**src/rtl/mfp_wdt_reset_req.sv**
```systemverilog
// Watchdog reset requester: counts down LOAD, raises a PULSE_LEN-cycle soft-reset request on expiry or a bad kick.
// Latency: register reads return one cycle after rd_addr; wdt_rst_req rises on the edge that enters PULSE.
// Backpressure: none; the register port accepts a write every cycle and never stalls.
module mfp_wdt_reset_req #(
  parameter int          PULSE_LEN  = 16,
  parameter logic [31:0] KICK_MAGIC = 32'h5A5A_5A5A,
  parameter logic [31:0] LOAD_RESET = 32'h00FF_FFFF
) (
  input  logic        clk,
  input  logic        rst,
  input  logic        wr_en,
  input  logic [1:0]  wr_addr,
  input  logic [31:0] wr_data,
  input  logic [1:0]  rd_addr,
  output logic [31:0] rd_data,
  output logic        wdt_rst_req,
  output logic        wdt_irq
);

  localparam int PCW = $clog2(PULSE_LEN);
  localparam logic [PCW-1:0] PCNT_LAST = PCW'(PULSE_LEN - 1);

  localparam logic [1:0] A_CTRL   = 2'd0;
  localparam logic [1:0] A_LOAD   = 2'd1;
  localparam logic [1:0] A_KICK   = 2'd2;
  localparam logic [1:0] A_STATUS = 2'd3;

  typedef enum logic [1:0] {
    S_IDLE  = 2'd0,
    S_COUNT = 2'd1,
    S_PULSE = 2'd2
  } state_t;

  state_t          state_q, state_d;
  logic [31:0]     cnt_q, cnt_d;
  logic [31:0]     load_q, load_d;
  logic [PCW-1:0]  pcnt_q, pcnt_d;
  logic            en_q, en_d;
  logic            irq_en_q, irq_en_d;
  logic            fired_q, fired_d;
  logic            warned_q, warned_d;
  logic            rst_req_d, irq_d;
  logic [31:0]     rd_data_d;

  logic            wr_ctrl, wr_load, wr_kick, wr_stat;
  logic            kick_ok, kick_bad;
  logic            fired_set, warned_set, warned_kick_clr;

  // Decode the write strobe into per-register events.
  always_comb begin
    wr_ctrl  = wr_en && (wr_addr == A_CTRL);
    wr_load  = wr_en && (wr_addr == A_LOAD);
    wr_kick  = wr_en && (wr_addr == A_KICK);
    wr_stat  = wr_en && (wr_addr == A_STATUS);
    kick_ok  = wr_kick && (wr_data == KICK_MAGIC);
    kick_bad = wr_kick && (wr_data != KICK_MAGIC);
  end

  // Next-state logic: kick beats bad kick beats disable beats decrement/expiry.
  always_comb begin
    state_d         = state_q;
    cnt_d           = cnt_q;
    pcnt_d          = pcnt_q;
    en_d            = en_q;
    irq_en_d        = irq_en_q;
    load_d          = wr_load ? wr_data : load_q;
    fired_set       = 1'b0;
    warned_set      = 1'b0;
    warned_kick_clr = 1'b0;

    if (wr_ctrl) begin
      irq_en_d = wr_data[1];
    end

    case (state_q)
      S_IDLE: begin
        // Kicks are meaningless while stopped; only an enable leaves IDLE.
        if (wr_ctrl) begin
          en_d = wr_data[0];
          if (wr_data[0]) begin
            cnt_d   = load_q;
            state_d = S_COUNT;
          end
        end
      end
      S_COUNT: begin
        if (kick_ok) begin
          cnt_d           = load_q;
          warned_kick_clr = 1'b1;
        end else if (kick_bad) begin
          state_d = S_PULSE;
          pcnt_d  = '0;
        end else if (wr_ctrl && !wr_data[0]) begin
          // Disable stops the countdown; the counter value is kept.
          en_d    = 1'b0;
          state_d = S_IDLE;
        end else begin
          if (wr_ctrl) begin
            en_d = wr_data[0];
          end
          if (cnt_q == (load_q >> 1)) begin
            warned_set = 1'b1;
          end
          if (cnt_q == 32'd0) begin
            state_d = S_PULSE;
            pcnt_d  = '0;
          end else begin
            cnt_d = cnt_q - 32'd1;
          end
        end
      end
      S_PULSE: begin
        // Enable writes are ignored here; the pulse always runs to completion.
        if (pcnt_q == PCNT_LAST) begin
          state_d   = S_IDLE;
          fired_set = 1'b1;
          en_d      = 1'b0;
        end else begin
          pcnt_d = pcnt_q + 1'b1;
        end
      end
      default: begin
        state_d = S_IDLE;
      end
    endcase

    // Status bits: clears first, a same-cycle set event wins.
    fired_d  = (fired_q & ~(wr_stat & wr_data[0])) | fired_set;
    warned_d = (warned_q & ~(wr_stat & wr_data[2]) & ~warned_kick_clr) | warned_set;

    rst_req_d = (state_d == S_PULSE);
    irq_d     = warned_d & irq_en_d;
  end

  // Read mux: reflects register state before any same-cycle write.
  always_comb begin
    rd_data_d = 32'd0;
    case (rd_addr)
      A_CTRL:   rd_data_d = {30'd0, irq_en_q, en_q};
      A_LOAD:   rd_data_d = load_q;
      A_KICK:   rd_data_d = 32'd0;
      A_STATUS: rd_data_d = {29'd0, warned_q, (state_q != S_IDLE), fired_q};
      default:  rd_data_d = 32'd0;
    endcase
  end

  // State and register file; rst is the cold reset so fired survives the soft reset we request.
  always_ff @(posedge clk) begin
    if (rst) begin
      state_q     <= S_IDLE;
      cnt_q       <= 32'd0;
      load_q      <= LOAD_RESET;
      pcnt_q      <= '0;
      en_q        <= 1'b0;
      irq_en_q    <= 1'b0;
      fired_q     <= 1'b0;
      warned_q    <= 1'b0;
      rd_data     <= 32'd0;
      wdt_rst_req <= 1'b0;
      wdt_irq     <= 1'b0;
    end else begin
      state_q     <= state_d;
      cnt_q       <= cnt_d;
      load_q      <= load_d;
      pcnt_q      <= pcnt_d;
      en_q        <= en_d;
      irq_en_q    <= irq_en_d;
      fired_q     <= fired_d;
      warned_q    <= warned_d;
      rd_data     <= rd_data_d;
      wdt_rst_req <= rst_req_d;
      wdt_irq     <= irq_d;
    end
  end

endmodule

```
**config.mk**
```make
export PLATFORM = sky130hd
export DESIGN_NAME = mfp_wdt_reset_req
export DESIGN_NICKNAME = d
export VERILOG_FILES = /design/src/rtl/mfp_wdt_reset_req.sv
export SDC_FILE = /design/constraint.sdc
export NUM_CORES = 1
export LEC_CHECK = 0
export ABC_AREA = 1
export BUFFER_PORTS_ARGS = -buffer_cell sky130_fd_sc_hd__buf_2
export CAP_MARGIN = 20
export CELL_PAD_IN_SITES_DETAIL_PLACEMENT = 1
export CELL_PAD_IN_SITES_GLOBAL_PLACEMENT = 1
export CORE_MARGIN = 2
export CORE_UTILIZATION = 28
export CTS_BUF_LIST = sky130_fd_sc_hd__clkbuf_4 sky130_fd_sc_hd__clkbuf_8
export CTS_CLUSTER_DIAMETER = 150
export DETAILED_ROUTE_END_ITERATION = 8
export PLACE_DENSITY = 0.67
export SYNTH_ARGS = -nofsm -noshare
export SYNTH_HDL_FRONTEND = slang
export SYNTH_SLANG_ARGS = --single-unit
```
**constraint.sdc**
```tcl
create_clock -name clk -period 2.37 [get_ports clk]
set_clock_uncertainty 0.05 [all_clocks]
set_input_delay 0.237 -clock clk [delete_from_list [all_inputs] [get_ports clk]]
set_output_delay 0.237 -clock clk [all_outputs]
set_load 0.02 [all_outputs]
```
==> run_results.csv <==
group,metric,value,unit
run_status,run_status,"complete, no violations",
timing,fin_hold_ws,0.0176,ns
timing,timing_worst_slew_pin_value,0.664,ns
global_route,grt_max_degree,52,
clock_network,clk_path_buf_depth,2,
worst_setup_path,cp-end-kind,"flop",
cells_and_area,filler_cell_count,2556,
power,p_sw_share,34.7,%
cells_and_area,nets,970,
synth,synthCells,858,
power,comb_pwr_share,25.1,%
power,leakage_power_summed_over_all_cells,0.00311,µW
power,clock_power_share,28.7,%
power,p_int,2810,µW
die,ios,73,
timing,max_freq,472,MHz
timing,hold_violations,0,
timing,timing.final.crit_period,2.12,ns
clock_network,ctsRootBufferMaster,"clkbuf_8",
synth,synth_area_leader_cell,"dfxtp_1",
worst_setup_path,worstPathRequired,2.64,ns
global_route,via_count_of_the_first_global_routing_pass,5767,
cells_and_area,multi_input_comb_area,3080,µm²
detailed_routing,route.vias.total,5621,
worst_setup_path,category_of_the_most_critical_setup_path,"reg2reg",
timing,min_period_over_period,89.4,%
timing,timing.slew.headroom,55.7,%
global_route,grt_antenna_before_repair,0,
detailed_routing,route.detailed.drc,0,
clock_network,numClockSinks,108,
die,design.die.area,21800,µm²
detailed_routing,firstDrtPassIters,4,
detailed_routing,wl,19000,µm
worst_setup_path,crit_arrival,2.39,ns
timing,rsz0062_at_grt,"false",
cells_and_area,antenna_diodes,0,
synth,area_share_of_the_leading_cell_type_in_the_synthesized_netlist,37.4,%
global_route,grtUsageTotal,17.7,%
synth,ys_ff_latch,108,
power,power.switching,1500,µW
die,start_util,28.6,%
flow_run,maxCapViolations,0,
synth,async_reset_ff_share,0,%
clock_network,cts.hold.buffers_added,0,
power,vdd_ir_drop_max,0.000310,V
clock_network,cts_post_setup_buffers_inserted,0,
place,gp_congestion,0.817,
worst_hold_path,hold_path.class,"in2reg",
synth,synth.top_cells.by_area,"dfxtp_1 37%, nand2_1 14%, nor2_1 8.1%",
timing,setup_viol,0,
synth,synth-seq-area-share,37.4,%
place,dpl.hpwl,14600,µm
detailed_routing,route.detailed.vias_per_inst,4.68,
synth,synth_top_cells_by_count,"211 x nand2_1, 124 x nor2_1, 108 x dfxtp_1, 93 x inv_1, 43 x o21ai_0",
clock_network,cts_htree_levels,3,
worst_setup_path,critical_path_peak_fanout,27,
die,die_height,148,µm
synth,post-synth-top-count-cell,"nand2_1",
cells_and_area,layout.area.seq,2160,µm²
power,share_seq_of_total_power,46.2,%
power,power_density,646,nW/µm²
synth,ys.warnings.count,0,
clock_network,tritoncts,"built",
synth,synth.cell_area,5780,µm²
cells_and_area,drive_gt1_share,14.8,%
detailed_routing,post_drt_wl_per_cell,15.8,µm
global_route,grt_pass1_wl,30400,µm
synth,ys_types,39,
worst_setup_path,kind_of_start_point_of_the_critical_path,"flop",
timing,final-max-slew-violation-count,0,
die,num_rows,52,
clock_network,cts_made_buffers,9,
synth,synth-edff-count,0,
timing,setup_tns,0,ns
die,floorplan.die.width,148,µm
clock_network,clock_latency,0.40,ns
global_route,grt_remaining_overflow,0,
synth,syn-mean-instance-area,6.74,µm²
synth,postSynthNetCount,903,
synth,ys.flop_type,"dfxtp_1",
detailed_routing,number_of_nets_with_antenna_violations_after_routing,0,
clock_network,clk_pin_slew_worst_paths,0.11,ns
cells_and_area,synthToLayoutAreaGrowth,15.2,%
die,coreArea,20200,µm²
detailed_routing,drt_iter0_drc,226,
place,buffer_ports.inserted,72,
path summary, 6_finish.rpt:
check                           startpoint        end  slack, ns  cells after the start
worst min register to register     fired_q    fired_q       0.45                      2
worst max register to register    cnt_q[0]  cnt_q[14]       0.25                     13
worst min-delay path            wr_data[9]  load_q[9]       0.02                      3
worst max-delay path              cnt_q[0]  cnt_q[14]       0.25                     13
power by group through the flow:
stage               combinational (µW)  sequential, µW  clock (µW)
finish                            1080            1990        1240
global route                      1220            2000        1330
CTS                               1090            1990        1270
detailed placement                1080            2030           0
global placement                  1070            2030           0
floorplan                          744            2030           0
cell families (layout without fill, tap and decap cells):
kind of cell / after synthesis / in the layout / synth area share, %
simple gates: 450 / 450 / 34.1
compound gates: 124 / 124 / 12.2
xor+xnor: 37 / 37 / 5.61
flops: 108 / 108 / 37.4
buf+inv: 133 / 205 / 9.46
fa+ha+maj: 6 / 6 / 1.30
layout by cell type, fill, tap and decap left out, drive strengths merged:
master,instances
o2111ai,3
o211ai,24
nor2,137
nand3b,1
inv,99
clkinv,3
bufinv,1
ha,6
xor2,25
o21ai,51
a21boi,1
a211oi,1
nand4,17
nand2,218
and2,1
nor3,42
or2,2
xnor2,12
nor2b,1
dfxtp,108
a21oi,40
o22ai,3
buf,90
nand3,31
clkbuf,12
o31ai,1
worst max-delay path, cell delays in order (launching register included):
cell and delay [ns]:
dfxtp_1 0.35, inv_1 0.10, ha_1 0.22, nand2_4 0.12, nor2_8 0.16, nand2_4 0.07, nor2_4 0.10, nand3_2 0.11
nand2_4 0.11, nand2_8 0.08, nand2_8 0.07, buf_6 0.24, nand2_1 0.08, a21oi_1 0.15
area by class of cell:
class,instances,share of cell area (%)
Sequential cell,108,32.5
Timing Repair Buffer,90,7.50
Clock buffer,12,2.20
Clock inverter,4,0.845
Inverter,99,5.67
Multi-Input combinational cell,617,46.3
Tap cell,270,5.07
sequential cells by signal, summed over array words and instances, names as in the netlist, 2 cells and up:
name	count
rd_data	32
pcnt_q	4
state_q	2
cnt_q	32
load_q	32
per-stage QoR:
stage	instance area, µm²	cells	total power (µW)	utilization (%)	worst slack (ns)
3_3_place_gp	6450	1184	3100	31.9	0.188
5_1_grt	6660	1200	4550	32.9	0.0153
3_5_place_dp	6450	1184	3110	31.9	0.131
4_1_cts	6650	1200	4350	32.9	0.178
2_1_floorplan	5780	858	2770	-	0.508
6_report	6660	1200	4300	32.9	0.252
what timing repair did:
item,CTS,global route
hold endpoints to repair,0,0
setup endpoints to repair,0,16
gates resized for setup,0,3
routing by layer:
metal	share of wire [%]	routed length, µm	vias to the layer above	global-route usage [%]
met2	47	8980	64	29.8
met1	49	9200	2654	23.6
met3	2.2	422	26	2.16
met5	0	0	-	0
met4	1.9	361	0	5.77
li1	-	-	2877	-
Power figures use the tool's default switching activity.
